File: config.mk
export PLATFORM = sky130hd
export DESIGN_NAME = ssd1306_spi_responder
export DESIGN_NICKNAME = d
export VERILOG_FILES = /design/src/rtl/ssd1306_spi_responder.sv
export SDC_FILE = /design/constraint.sdc
export NUM_CORES = 2
export LEC_CHECK = 0
export CAP_MARGIN = 20
export CORE_MARGIN = 2
export CORE_UTILIZATION = 23
export CTS_CLUSTER_DIAMETER = 150
export DETAILED_ROUTE_END_ITERATION = 12
export HOLD_SLACK_MARGIN = 0.05
export SLEW_MARGIN = 10
export SYNTH_ARGS = -nofsm -noshare
export SYNTH_HDL_FRONTEND = slang
export SYNTH_SLANG_ARGS = --single-unit
File: constraint.sdc
create_clock -name clock -period 9.55 [get_ports clock]
set_input_delay 1.4325 -clock clock [delete_from_list [all_inputs] [get_ports clock]]
set_output_delay 1.4325 -clock clock [all_outputs]
set_load 0.01 [all_outputs]
File: src/rtl/ssd1306_spi_responder.sv
// ssd1306_spi_responder
//
// Receive-only model of the SSD1306 end of an OLED SPI link. The serial
// stream is oversampled on the system clock: every pin goes through a
// 2-flop synchronizer, and a third flop on spi_clk detects its rising edge.
// Completed bytes are decoded. Command bytes (dc_n=0) drive a small
// OPCODE/ARG1/ARG2 FSM that updates the configuration registers. Data bytes
// (dc_n=1) are written into a GDDRAM mirror, and the SSD1306 address then
// auto-increments. Other logic can read the mirror through a registered,
// read-first port.
//
// Ports:
//   clock, reset          system clock, synchronous active-high reset
//   oled_spi_clk/_data    serial clock (rising-edge sampled, MSB first) / data
//   oled_dc_n             0 = command, 1 = data; sampled with bit 0
//   oled_reset_n          active-low display reset (configuration only)
//   oled_vdd, oled_vbat   active-low supplies; bytes are dropped while vdd=1
//   rd_addr / rd_data     {page, col} GDDRAM readback, one cycle latency
//   byte_strobe, rx_byte, rx_dc   one pulse and contents per accepted byte
//   display_on .. com_pins        decoded configuration
//   cur_page, cur_col             current write pointer
//   panel_active          display on, charge pump on, both supplies on
//   err_timeout           pulse when a partial byte is discarded
//
// Build option: define SSD_RX_FRAME_TIMEOUT_EN to discard a partial byte
// after TIMEOUT idle cycles. When it is undefined, a partial byte is held
// indefinitely and err_timeout is tied low.

module ssd1306_spi_responder #(
  parameter int  PAGES   = 4,
  parameter int  COLS    = 128,
  parameter int  TIMEOUT = 64,
  localparam int PW      = $clog2(PAGES),
  localparam int CW      = $clog2(COLS),
  localparam int AW      = PW + CW
) (
  input  logic          clock,
  input  logic          reset,
  input  logic          oled_spi_clk,
  input  logic          oled_spi_data,
  input  logic          oled_dc_n,
  input  logic          oled_reset_n,
  input  logic          oled_vdd,
  input  logic          oled_vbat,
  input  logic [AW-1:0] rd_addr,
  output logic [7:0]    rd_data,
  output logic          byte_strobe,
  output logic [7:0]    rx_byte,
  output logic          rx_dc,
  output logic          display_on,
  output logic          charge_pump,
  output logic          seg_remap,
  output logic          com_scan,
  output logic [7:0]    contrast,
  output logic [7:0]    precharge,
  output logic [7:0]    com_pins,
  output logic [PW-1:0] cur_page,
  output logic [CW-1:0] cur_col,
  output logic          panel_active,
  output logic          err_timeout
);

  typedef enum logic [1:0] {ST_OPCODE, ST_ARG1, ST_ARG2} state_t;

  // Synchronizers. The supplies reset to "off" so that nothing is accepted
  // before the pins have been sampled.
  logic [2:0] sclk_q;
  logic [1:0] sdat_q, sdc_q, srst_q, svdd_q, svbat_q;

  always_ff @(posedge clock) begin
    if (reset) begin
      sclk_q  <= '0;
      sdat_q  <= '0;
      sdc_q   <= '0;
      srst_q  <= '0;
      svdd_q  <= 2'b11;
      svbat_q <= 2'b11;
    end else begin
      sclk_q  <= {sclk_q[1:0], oled_spi_clk};
      sdat_q  <= {sdat_q[0], oled_spi_data};
      sdc_q   <= {sdc_q[0], oled_dc_n};
      srst_q  <= {srst_q[0], oled_reset_n};
      svdd_q  <= {svdd_q[0], oled_vdd};
      svbat_q <= {svbat_q[0], oled_vbat};
    end
  end

  logic spi_rise, dat_s, dc_s, rstn_s, vdd_s, vbat_s;
  assign spi_rise = sclk_q[1] & ~sclk_q[2];
  assign dat_s    = sdat_q[1];
  assign dc_s     = sdc_q[1];
  assign rstn_s   = srst_q[1];
  assign vdd_s    = svdd_q[1];
  assign vbat_s   = svbat_q[1];

  // Bit assembly: one edge after the rise is seen, the completed byte is
  // presented to the decoder as a single-cycle done_q.
  logic [2:0] bit_cnt_q;
  logic [6:0] shift_q;
  logic [7:0] shift_d;
  logic       done_q;
  logic [7:0] done_byte_q;
  logic       done_dc_q;

  assign shift_d = {shift_q, dat_s};

`ifdef SSD_RX_FRAME_TIMEOUT_EN
  localparam int TW = $clog2(TIMEOUT + 1);
  logic [TW-1:0] idle_q;
  logic          err_timeout_q;
  assign err_timeout = err_timeout_q;
`else
  assign err_timeout = 1'b0;
`endif

  always_ff @(posedge clock) begin
    if (reset || !rstn_s) begin
      bit_cnt_q     <= '0;
      shift_q       <= '0;
      done_q        <= 1'b0;
      done_byte_q   <= '0;
      done_dc_q     <= 1'b0;
`ifdef SSD_RX_FRAME_TIMEOUT_EN
      idle_q        <= '0;
      err_timeout_q <= 1'b0;
`endif
    end else begin
      done_q <= 1'b0;
      if (spi_rise) begin
        shift_q <= shift_d[6:0];
        if (bit_cnt_q == 3'd7) begin
          bit_cnt_q   <= '0;
          done_q      <= 1'b1;
          done_byte_q <= shift_d;
          done_dc_q   <= dc_s;
        end else begin
          bit_cnt_q <= bit_cnt_q + 3'd1;
        end
      end
`ifdef SSD_RX_FRAME_TIMEOUT_EN
      // A rise always wins over the timeout, so the idle count only expires
      // while no new bit is arriving.
      err_timeout_q <= 1'b0;
      if (spi_rise || bit_cnt_q == 3'd0) begin
        idle_q <= '0;
      end else if (idle_q == TW'(TIMEOUT - 1)) begin
        idle_q        <= '0;
        bit_cnt_q     <= '0;
        err_timeout_q <= 1'b1;
      end else begin
        idle_q <= idle_q + 1'b1;
      end
`endif
    end
  end

  // A byte is accepted only while the logic supply is on and the display is
  // out of reset.
  logic acc;
  assign acc = done_q & ~vdd_s & rstn_s;

  logic       byte_strobe_q;
  logic [7:0] rx_byte_q;
  logic       rx_dc_q;

  always_ff @(posedge clock) begin
    if (reset) begin
      byte_strobe_q <= 1'b0;
      rx_byte_q     <= '0;
      rx_dc_q       <= 1'b0;
    end else begin
      byte_strobe_q <= acc;
      if (acc) begin
        rx_byte_q <= done_byte_q;
        rx_dc_q   <= done_dc_q;
      end
    end
  end

  // Command decoder and address pointer
  state_t        state_q;
  logic [7:0]    op_q;
  logic [CW-1:0] pend_col_q;
  logic [PW-1:0] pend_page_q;
  logic          display_on_q, charge_pump_q, seg_remap_q, com_scan_q;
  logic [7:0]    contrast_q, precharge_q, com_pins_q;
  logic [1:0]    addr_mode_q;
  logic [PW-1:0] cur_page_q, page_start_q, page_end_q;
  logic [CW-1:0] cur_col_q, col_start_q, col_end_q;

  always_ff @(posedge clock) begin
    if (reset || !rstn_s) begin
      state_q       <= ST_OPCODE;
      op_q          <= '0;
      pend_col_q    <= '0;
      pend_page_q   <= '0;
      display_on_q  <= 1'b0;
      charge_pump_q <= 1'b0;
      seg_remap_q   <= 1'b0;
      com_scan_q    <= 1'b0;
      contrast_q    <= 8'h7F;
      precharge_q   <= 8'h22;
      com_pins_q    <= 8'h12;
      addr_mode_q   <= 2'b00;
      cur_page_q    <= '0;
      cur_col_q     <= '0;
      page_start_q  <= '0;
      page_end_q    <= PW'(PAGES - 1);
      col_start_q   <= '0;
      col_end_q     <= CW'(COLS - 1);
    end else if (acc) begin
      if (done_dc_q) begin
        // A data byte also cancels any half-received command.
        state_q <= ST_OPCODE;
        if (addr_mode_q == 2'b10) begin
          cur_col_q <= cur_col_q + 1'b1;
        end else if (cur_col_q == col_end_q) begin
          cur_col_q  <= col_start_q;
          cur_page_q <= (cur_page_q == page_end_q) ? page_start_q : cur_page_q + 1'b1;
        end else begin
          cur_col_q <= cur_col_q + 1'b1;
        end
      end else begin
        unique case (state_q)
          ST_OPCODE: begin
            op_q <= done_byte_q;
            casez (done_byte_q)
              8'hAE:        display_on_q <= 1'b0;
              8'hAF:        display_on_q <= 1'b1;
              8'hA0:        seg_remap_q  <= 1'b0;
              8'hA1:        seg_remap_q  <= 1'b1;
              8'hC0:        com_scan_q   <= 1'b0;
              8'hC8:        com_scan_q   <= 1'b1;
              8'b0000_????: cur_col_q[3:0] <= done_byte_q[3:0];
              8'b0001_????: cur_col_q  <= CW'({done_byte_q[3:0], cur_col_q[3:0]});
              8'b1011_0???: cur_page_q <= done_byte_q[PW-1:0];
              8'h81, 8'h8D, 8'hD9, 8'hDA,
              8'h20, 8'h21, 8'h22: state_q <= ST_ARG1;
              default: ;
            endcase
          end
          ST_ARG1: begin
            state_q <= ST_OPCODE;
            case (op_q)
              8'h81: contrast_q    <= done_byte_q;
              8'h8D: charge_pump_q <= done_byte_q[2];
              8'hD9: precharge_q   <= done_byte_q;
              8'hDA: com_pins_q    <= done_byte_q;
              8'h20: addr_mode_q   <= done_byte_q[1:0];
              8'h21: begin
                pend_col_q <= done_byte_q[CW-1:0];
                state_q    <= ST_ARG2;
              end
              8'h22: begin
                pend_page_q <= done_byte_q[PW-1:0];
                state_q     <= ST_ARG2;
              end
              default: ;
            endcase
          end
          default: begin
            // Range commands commit only when both arguments have arrived.
            state_q <= ST_OPCODE;
            if (op_q == 8'h21) begin
              col_start_q <= pend_col_q;
              col_end_q   <= done_byte_q[CW-1:0];
              cur_col_q   <= pend_col_q;
            end else begin
              page_start_q <= pend_page_q;
              page_end_q   <= done_byte_q[PW-1:0];
              cur_page_q   <= pend_page_q;
            end
          end
        endcase
      end
    end
  end

  // GDDRAM mirror: contents survive both resets. The read is read-first.
  logic [7:0] gddram [PAGES*COLS];
  logic [7:0] rd_data_q;
  logic       wr_en;
  assign wr_en = acc & done_dc_q;

  always_ff @(posedge clock) begin
    if (wr_en) gddram[{cur_page_q, cur_col_q}] <= done_byte_q;
  end

  always_ff @(posedge clock) begin
    if (reset) rd_data_q <= '0;
    else       rd_data_q <= gddram[rd_addr];
  end

  assign rd_data      = rd_data_q;
  assign byte_strobe  = byte_strobe_q;
  assign rx_byte      = rx_byte_q;
  assign rx_dc        = rx_dc_q;
  assign display_on   = display_on_q;
  assign charge_pump  = charge_pump_q;
  assign seg_remap    = seg_remap_q;
  assign com_scan     = com_scan_q;
  assign contrast     = contrast_q;
  assign precharge    = precharge_q;
  assign com_pins     = com_pins_q;
  assign cur_page     = cur_page_q;
  assign cur_col      = cur_col_q;
  assign panel_active = display_on_q & charge_pump_q & ~vbat_s & ~vdd_s;

endmodule

==> run metrics <==
grt total ovfl=0; max-slew violation count=0; Cell variety after synth=80; Tmin final=5.651 ns; WL final=445.4 mm; clock-pin slew on the worst setup and hold paths=0.06 ns; Final Hold Viols=0; Worst EP arrival=between 6 and 7 ns; drt wl/cell=24.41 µm; Syn Inst Count=8207; Initial Utilization=0.2309; DRT iter0 DRCs=10020; first-pass GRT wire length=around 630 mm; R2R Setup Slk=5.35 ns; Core ar.=712500 µm²; Post-CTS Setup Bufs=0; Final WS setup=3.899 ns; number of synthesized flops with an enable pin=around 4000; Post-CTS Hold Fix Bufs=0; Die Height=849.8 µm; Routed Antenna Nets=0; top post-synthesis cells by area=edfxtp_1 (75%), mux4_2 (12%), mux2i_1 (3.1%); I/O pin count=74; Site Rows=310; Seq/Total Area, Yosys=0.7631; top-count cell post-synth=edfxtp_1; vias post-DR=a little over 80000; pin slew with the least headroom to its limit=1.223 ns; crit path kind=in2reg; crit end category=register; clk_skew=0.06015 ns; TritonCTS Sinks=4223; placed wire-length estimate=268.7 mm; CTS tree=done; layout cells sized above 1=0.1966; Global Route Usage Sum=0.1177; I/O Buffers=72; setup TNS=0 ns; Vias/cell=roughly 4.5; Syn Nets=8234; PwrDens=197.3 nW/µm²; Synth top cells by count=edfxtp_1 (4096), mux4_2 (864), nor2_1 (650); Num CTS Buffers=420; Worst VDD drop=0.1802 mV; unrepaired setup endpoints after global routing=no; Post-route DRC=0; Post-synth top flop=edfxtp_1; initial antenna violation count=25; fin crit share=0.5918; Placer Congestion=between 0.8 and 0.9; Area Overhead vs Synth=15.35%; Hold WC Path Type=reg2reg; final hold slack=a little over 0.4 ns; clk_lat worst skew=1.00 ns; mapped cell area=164500 µm²; worst-path maximum fanout=37; # H-tree levels=5; final net count=roughly 8400; final setup vio count=0; WP data required=between 10 and 15 ns; yosys warns=0; total of max-cap violations=0; pre-CTS setup slack=3.200 ns; die area=a little over 700000 µm²; Root Buffer=clkbuf_16; cell taking the most area after synthesis=edfxtp_1; Leak=between 0.04 and 0.05 µW; outcome=finished, final reports clean; vias in the first global route=82390; asr flop ratio synth=0; Synth Register Bits=approximately 4200; Post-CTS Resized=0; largest net degree at the start of global routing=about 180; Worst setup SP type=input port; Slew headroom=0.1786; TritonRoute pass-1 iters=5; Synth top area share=0.7476; Chip Width=~850 µm; fmax=0.1770 GHz; Power Total=37450 µW; Post-Syn Area per Cell=roughly 20 µm²; Longest Clk Path Bufs=4
## critical path, cell delays in order
cell      delay [ns]
buf_8           0.22
buf_4           0.65
and2_2          0.69
buf_4           0.61
a221oi_1        0.22
o221ai_1        0.74
a31oi_1         0.34
nor3_1          1.07
o21ba_1         0.29
a221o_1         0.13
## placed cells by master (no fill, tap or decap), types with 28 or more instances in the layout
cell type	netlist	layout
a211oi_1	56	54
a21oi_1	159	159
a221oi_1	28	28
a22oi_1	72	72
buf_12	4	31
buf_4	64	148
bufinv_16	0	42
clkbuf_1	208	82
clkbuf_16	0	421
clkdlybuf4s50_1	0	63
clkinv_1	2	114
clkinv_2	0	56
dfxtp_1	127	118
edfxtp_1	4096	4096
mux2i_1	515	515
mux4_2	864	864
nand2_1	333	317
nand3_1	57	57
nor2_1	650	645
nor2b_1	40	31
nor3_1	56	55
o21ai_0	67	67
o221ai_1	114	114
o22ai_1	107	107
## power breakdown
| part | leakage [µW] | internal [µW] | switching, µW |
|---|---|---|---|
| sequential | 0.0317 | 20000 | 26.3 |
| clock | 0.00658 | 9290 | 7190 |
| combinational | 0.0113 | 314 | 633 |
| total | 0.0496 | 29600 | 7850 |
## through the flow
stage          instances  cell area (µm²)  utilization
2_1_floorplan       8207           164500            -
3_3_place_gp       17460           176100       0.2471
3_5_place_dp       17460           176100       0.2472
4_1_cts            18230           189700       0.2663
5_1_grt            18240           189800       0.2663
6_report           18240           189800       0.2663
## metal layers
metal / global-route usage / share of wire / vias up
li1: - / - / 34130
met1: 0.1613 / 0.42 / 44410
met2: 0.1932 / 0.48 / 3414
met3: 0.02017 / 0.076 / 661
met4: 0.03148 / 0.029 / 12
met5: 0.0009836 / 0.00038 / -
## logic make-up (layout without fill, tap and decap cells)
logic type / Yosys count / after routing / synth area share
xor+xnor: 15 / 15 / 0.0007986
buf+inv: 525 / 1036 / 0.01883
compound gates: 767 / 767 / 0.03280
fa+ha+maj: 10 / 10 / 0.0007605
flops: 4223 / 4223 / 0.7631
simple gates: 1276 / 1276 / 0.03326
other cells: 1 / 10 / 0.00002279
mux: 1390 / 1390 / 0.1505
## worst paths after layout
kind / start / to / cells after the start
max: rd_addr[2] / rd_data[6] / 10
min: svbat_q[0] / svbat_q[1] / 1
max reg2reg: cur_page[1] / gddram[313][3] / 4
min reg2reg: svbat_q[0] / svbat_q[1] / 1
## sequential cells by signal, indices dropped and copies added, names as in the netlist, 8 cells and up
register and cells:
gddram 4096, com_pins 8, contrast 8, done_byte_q 8, op_q 8, precharge 8
rd_data 8, rx_byte 8
## cell type report
type | count | area [µm²]
Clock buffer | 505 | 10870
Sequential cell | 4223 | 125600
Fill cell | 70730 | 522700
Inverter | 11 | 47.55
Clock inverter | 268 | 2753
Tap cell | 9516 | 11910
Multi-Input combinational cell | 3459 | 36100
Antenna cell | 9 | 22.52
Timing Repair Buffer | 252 | 2500
Power figures use the tool's default switching activity.
